<file path="src/rtl/axi_proxy_queue.sv">
// axi_proxy_queue: AXI4-Lite command registers feeding a queued, sequence-numbered, marker-framed AXI-Stream link.
// Ports: clk, resetn (synchronous, active-low); AXIS_TDATA/TVALID/TREADY stream master;
//        S_AXI_* AXI4-Lite slave (ADDR 0x00, DATA 0x04, STATUS 0x08, SEQ 0x0C).
// Optional: define AXI_PROXY_AUTOINC_EN to post-increment ADDR by 4 after every accepted DATA write.
module axi_proxy_queue #(
  parameter int TDATA_W    = 512,
  parameter int FIFO_DEPTH = 16
) (
  input  logic               clk,
  input  logic               resetn,
  output logic [TDATA_W-1:0] AXIS_TDATA,
  output logic               AXIS_TVALID,
  input  logic               AXIS_TREADY,
  input  logic [31:0]        S_AXI_AWADDR,
  input  logic               S_AXI_AWVALID,
  output logic               S_AXI_AWREADY,
  input  logic [2:0]         S_AXI_AWPROT,
  input  logic [31:0]        S_AXI_WDATA,
  input  logic               S_AXI_WVALID,
  input  logic [3:0]         S_AXI_WSTRB,
  output logic               S_AXI_WREADY,
  output logic [1:0]         S_AXI_BRESP,
  output logic               S_AXI_BVALID,
  input  logic               S_AXI_BREADY,
  input  logic [31:0]        S_AXI_ARADDR,
  input  logic               S_AXI_ARVALID,
  input  logic [2:0]         S_AXI_ARPROT,
  output logic               S_AXI_ARREADY,
  output logic [31:0]        S_AXI_RDATA,
  output logic               S_AXI_RVALID,
  output logic [1:0]         S_AXI_RRESP,
  input  logic               S_AXI_RREADY
);
  localparam int AW = $clog2(FIFO_DEPTH);
  localparam int CW = AW + 1;
  localparam logic [1:0] OKAY = 2'b00;
  localparam logic [1:0] SLVERR = 2'b10;
`ifdef AXI_PROXY_AUTOINC_EN
  localparam bit AUTOINC = 1'b1;
`else
  localparam bit AUTOINC = 1'b0;
`endif
  logic [95:0]        mem [FIFO_DEPTH];
  logic [AW-1:0]      wr_ptr, rd_ptr;
  logic [CW-1:0]      count;
  logic [31:0]        addr, last_data, seq, rd_val;
  logic [15:0]        drops;
  logic [4:0]         wr_idx, rd_idx;
  logic               wr_en, rd_en, data_wr, full, push, drop, load, pop;
  logic [TDATA_W-1:0] head_word;
  logic               unused;
  assign unused = ^{S_AXI_AWPROT, S_AXI_ARPROT, S_AXI_WSTRB, S_AXI_AWADDR[31:7], S_AXI_AWADDR[1:0],
                    S_AXI_ARADDR[31:7], S_AXI_ARADDR[1:0]};
  // Address and data are taken together; a new write waits until the previous response is consumed.
  assign wr_en         = S_AXI_AWVALID && S_AXI_WVALID && !S_AXI_BVALID;
  assign S_AXI_AWREADY = wr_en;
  assign S_AXI_WREADY  = wr_en;
  assign rd_en         = S_AXI_ARVALID && !S_AXI_RVALID;
  assign S_AXI_ARREADY = !S_AXI_RVALID;
  assign S_AXI_RRESP   = OKAY;
  assign wr_idx        = S_AXI_AWADDR[6:2];
  assign rd_idx        = S_AXI_ARADDR[6:2];
  assign data_wr       = wr_en && wr_idx == 5'd1;
  // Fullness uses this cycle's count only: a pop in the same cycle does not make room for the push.
  assign full          = count == CW'(FIFO_DEPTH);
  assign push          = data_wr && !full;
  assign drop          = data_wr && full;
  assign load          = !AXIS_TVALID || AXIS_TREADY;
  assign pop           = load && count != '0;
  assign rd_val        = rd_idx == 5'd0 ? addr :
                         rd_idx == 5'd1 ? last_data :
                         rd_idx == 5'd2 ? {drops, 16'(count)} :
                         rd_idx == 5'd3 ? seq : '0;
  // Only the 96-bit payload is queued; the frame markers are added as the word enters the output register.
  always_comb begin
    head_word = '0;
    head_word[95:0] = mem[rd_ptr];
    head_word[TDATA_W-1 -: 64] = 64'hBEADCAFE_FADEDBAD;
  end
  always_ff @(posedge clk)
    if (push) mem[wr_ptr] <= {seq, addr, S_AXI_WDATA};
  always_ff @(posedge clk) begin
    if (!resetn) begin
      wr_ptr       <= '0;
      rd_ptr       <= '0;
      count        <= '0;
      AXIS_TVALID  <= 1'b0;
      AXIS_TDATA   <= '0;
      addr         <= '0;
      last_data    <= '0;
      seq          <= '0;
      drops        <= '0;
      S_AXI_BVALID <= 1'b0;
      S_AXI_BRESP  <= OKAY;
      S_AXI_RVALID <= 1'b0;
      S_AXI_RDATA  <= '0;
    end else begin
      if (push) wr_ptr <= wr_ptr + AW'(1);
      if (pop) rd_ptr <= rd_ptr + AW'(1);
      count <= count + CW'(push) - CW'(pop);
      if (load) AXIS_TVALID <= pop;
      if (pop) AXIS_TDATA <= head_word;
      if (wr_en && wr_idx == 5'd0) addr <= S_AXI_WDATA;
      else if (push && AUTOINC) addr <= addr + 32'd4;
      if (data_wr) last_data <= S_AXI_WDATA;
      if (push) seq <= seq + 32'd1;
      if (wr_en && wr_idx == 5'd2) drops <= '0;
      else if (drop && drops != 16'hFFFF) drops <= drops + 16'd1;
      if (wr_en) begin
        S_AXI_BVALID <= 1'b1;
        S_AXI_BRESP  <= (wr_idx > 5'd3 || drop) ? SLVERR : OKAY;
      end else if (S_AXI_BREADY) S_AXI_BVALID <= 1'b0;
      if (rd_en) begin
        S_AXI_RVALID <= 1'b1;
        S_AXI_RDATA  <= rd_val;
      end else if (S_AXI_RREADY) S_AXI_RVALID <= 1'b0;
    end
  end
endmodule

</file>
<file path="config.mk">
export PLATFORM = sky130hd
export DESIGN_NAME = axi_proxy_queue
export DESIGN_NICKNAME = d
export VERILOG_FILES = /design/src/rtl/axi_proxy_queue.sv
export SDC_FILE = /design/constraint.sdc
export NUM_CORES = 2
export LEC_CHECK = 0
export BUFFER_PORTS_ARGS = -buffer_cell sky130_fd_sc_hd__buf_2
export CORE_ASPECT_RATIO = 2
export CORE_MARGIN = 2
export CORE_UTILIZATION = 36
export DETAILED_ROUTE_END_ITERATION = 16
export PLACE_DENSITY = 0.58
export SKIP_LAST_GASP = 1
export SLEW_MARGIN = 20
export SYNTH_ARGS = -nofsm -noshare
export SYNTH_HDL_FRONTEND = slang
export SYNTH_SLANG_ARGS = --single-unit
</file>
<file path="constraint.sdc">
create_clock -name clk -period 26.7 [get_ports clk]
set_clock_uncertainty 0.2 [all_clocks]
set_input_delay 4.005 -clock clk [delete_from_list [all_inputs] [get_ports clk]]
set_output_delay 4.005 -clock clk [all_outputs]
set_load 0.01 [all_outputs]
</file>
==> flow_summary_export.csv <==
group,metric,value,unit
worst_setup_path,timing.critical_path.cells,"buf_2, nand3b_4, inv_1, buf_2",
hold_path,worst_min_path_class,"reg -> reg",
place,place.detailed.instances,6891,
clocking,clock_tree_from_tritoncts,"yes",
place,placement.setup.worst_slack,17.88,ns
synth,synth.ff_latch_count,1794,
die,initial_utilization,36.26,%
clocking,hold_fix_buffer_count_after_cts,0,
worst_setup_path,worstPathRequired,22.49,ns
synth,synth_edf_count,1536,
timing,worstMarginPinSlew,1.112,ns
worst_setup_path,cp.buffers_inverters,3,
timing,drv_slew,0,
timing,report.final.hold_viol_count,0,
global_route,globalRouteOverflowTotal,0,
layout,layout_commonest_cell,"edfxtp_1",
place,globalplace.congestion,0.8079,
die,floorplan.rows,231,
die,core,198000,µm²
synth,postSynth.asyncResetShare,0,%
clocking,cts_repair_resize_count,0,
synth,yosysSeqAreaShare,71.45,%
die,ios,668,
timing,tns,0,ns
layout,final_non_filler_cell_total,7166,
outcome,run_status,"finished clean",
global_route,number_of_antenna_violations_at_the_first_check_in_global_routing,16,
detailed_routing,avg_vias_per_cell,5.304,
detailed_routing,drc_errors,0,
worst_setup_path,delay_of_the_slowest_cell_on_the_worst_path,0.21,ns
timing,grt_setup_unrepaired,"no",
global_route,grt_pass1_vias,37970,
clocking,post-cts-setup-buffer-count,0,
global_route,grt_use_total,18.59,%
layout,final_util,39.99,%
timing,max_freq,0.1134,GHz
pwr,power.static_leakage,27.31,nW
detailed_routing,drt-initial-drc-count,2852,
clocking,cts_sinks,1794,
worst_setup_path,critical-path-slowest-cell,"inv_1",
worst_setup_path,criticalPathCategory,"in -> out",
global_route,grt_start_max_net_pins,133,
timing,post-route-period-util,33.02,%
clocking,tritoncts_buffers,154,
detailed_routing,post_route_antenna_net_violation_count,0,
detailed_routing,dr.pass1.iters,5,
place,detailed_place_hpwl,111200,µm
synth,syn_inst,4298,
clocking,worst_skew_pair.late_latency,0.80,ns
clocking,clock-root-buffer,"clkbuf_16",
detailed_routing,wl,193700,µm
worst_setup_path,crit_arrival,4.61,ns
die,design.die.area,203200,µm²
clocking,clk_path_buf_depth,4,
timing,hold_ws,0.2615,ns
layout,layout-area-overhead-vs-synth,10.30,%
layout,commonest_cells_after_routing_fill_and_taps_aside,"edfxtp_1, conb_1, dfxtp_1, buf_2, mux2_2",
synth,synth_top_flop_cell,"edfxtp_1",
place,number_of_buffers_inserted_by_port_buffering,229,
synth,postSynthAreaPerCell,16.70,µm²
layout,final_layout_size_suffix_gt1_share,21.74,%
worst_setup_path,worstSetupStartpointType,"primary input",
pwr,vdd_drop_max,0.0001322,V
die,die_height,635.5,µm
timing,relSlewSlack,25.90,%
synth,netlist_area,71790,µm²
timing,setup_violations,0,
global_route,grt_first_pass_wirelength,273200,µm
pwr,pwr_density_cell,85.94,nW/µm²
worst_setup_path,most_frequent_cell_on_the_critical_path,"buf_2",
detailed_routing,routed_wire_per_std_cell,27.03,µm
worst_setup_path,cp_top_delay_family,"buffers and inverters",
detailed_routing,detailroute.via_count,38010,
worst_setup_path,crit_path_end_kind,"output port",
synth,synthDistinctLibCells,61,
run,maxCapViolCount,0,
clocking,ctsHtreeMaxLevel,4,
die,fp.dieW,319.8,µm
timing,fin_ws,17.88,ns
timing,final_worst_path_period_need,8.816,ns
clocking,clkTransAtPathRegs,0.07,ns
layout,finish.net_count,4612,
synth,yosysWarnings,0,
worst_setup_path,critical_path.max_fanout,8,
layout make-up:
type	count	area (µm²)
sequential	1794	51300
antenna	3	7.507
inverter	17	63.81
clock inverter	65	571.8
clock buffer	207	4269
timing repair buffer	316	1884
fill	17700	118800
multi-input combinational	2201	17880
tap	2563	3207
cells by family after synthesis:
logic type | count (synthesis) | share of synthesized area (%)
buffers and inverters | 676 | 5.868
adders and majority gates | 14 | 0.2545
DFF | 1794 | 71.45
other | 1 | 0.005224
AOI/OAI and AO/OA | 679 | 6.374
and+or+nand+nor | 477 | 3.230
muxes | 613 | 12.28
xor gates and xnor gates | 44 | 0.5368
state kept, by name, indices dropped and copies added, names as in the netlist, 4 cells and up:
signal / count
mem: 1536
addr: 32
rd_ptr: 4
last_data: 32
count: 5
S_AXI_RDATA: 32
seq: 32
drops: 16
AXIS_TDATA: 97
wr_ptr: 4
worst paths after layout:
path                  from  slack (ns)  depth (start not counted)            end
min          last_data[26]        0.26                          2  last_data[26]
min reg2reg  last_data[26]        0.26                          2  last_data[26]
max          S_AXI_AWVALID       17.88                          4   S_AXI_WREADY
max reg2reg       count[2]       22.12                          8     mem[7][29]
per-stage QoR:
| stage | total power, mW | cell area [µm²] |
|---|---|---|
| finish | 6.805 | 79180 |
| global route | 7.035 | 79180 |
| CTS | 6.878 | 79170 |
| detailed placement | 4.675 | 74330 |
| global placement | 4.666 | 74330 |
| floorplan | 4.200 | 73190 |
where the power goes:
group | leakage, nW | switching, mW | internal (mW)
logic | 7.66 | 0.807 | 0.564
registers | 17.3 | 0.118 | 3.09
clock network | 2.37 | 1.01 | 1.22
worst min-delay path, cell delays in order (launching register included):
cell and delay, ns:
dfxtp_1 0.31, nand2_1 0.04, a21boi_0 0.06
synthesized netlist by cell type (3+ instances only):
| cell | instances | area share (%) |
|---|---|---|
| nand3_1 | 15 | 0.10 |
| edfxtp_1 | 1536 | 64 |
| a22o_1 | 107 | 1.3 |
| and2_1 | 33 | 0.29 |
| o211ai_1 | 97 | 1.0 |
| a21boi_0 | 64 | 0.67 |
| ha_1 | 13 | 0.23 |
| clkbuf_1 | 143 | 0.75 |
| nand2b_1 | 11 | 0.096 |
| o21ai_0 | 113 | 0.79 |
| and3_1 | 6 | 0.052 |
| nor3_1 | 11 | 0.077 |
| xor2_1 | 5 | 0.061 |
| o21ai_1 | 11 | 0.077 |
| nor4_1 | 7 | 0.061 |
| xnor2_1 | 39 | 0.48 |
| buf_4 | 419 | 4.4 |
| inv_1 | 17 | 0.089 |
| o22ai_1 | 192 | 1.7 |
| nor2_1 | 154 | 0.81 |
| mux4_2 | 192 | 6.0 |
| buf_1 | 15 | 0.078 |
| a22oi_1 | 32 | 0.33 |
| mux2i_1 | 197 | 2.7 |
| nor3_2 | 4 | 0.056 |
| nand4_1 | 26 | 0.23 |
| nor2b_1 | 20 | 0.17 |
| or3_1 | 7 | 0.061 |
| nand2_1 | 161 | 0.84 |
| buf_2 | 82 | 0.57 |
| mux2_2 | 224 | 3.5 |
| a21oi_1 | 45 | 0.31 |
| a21boi_1 | 7 | 0.073 |
| dfxtp_1 | 258 | 7.2 |
| o21a_1 | 3 | 0.031 |
layer usage:
layer | share of wire (%) | wire length (µm) | track usage (%)
met4 | 3.6 | 7025 | 6.262
met1 | 37 | 71500 | 20.90
met3 | 4.9 | 9544 | 2.137
met2 | 55 | 105600 | 35.86
met5 | 0.0067 | 13 | 0
No activity file was read; power rests on OpenSTA's default activity.
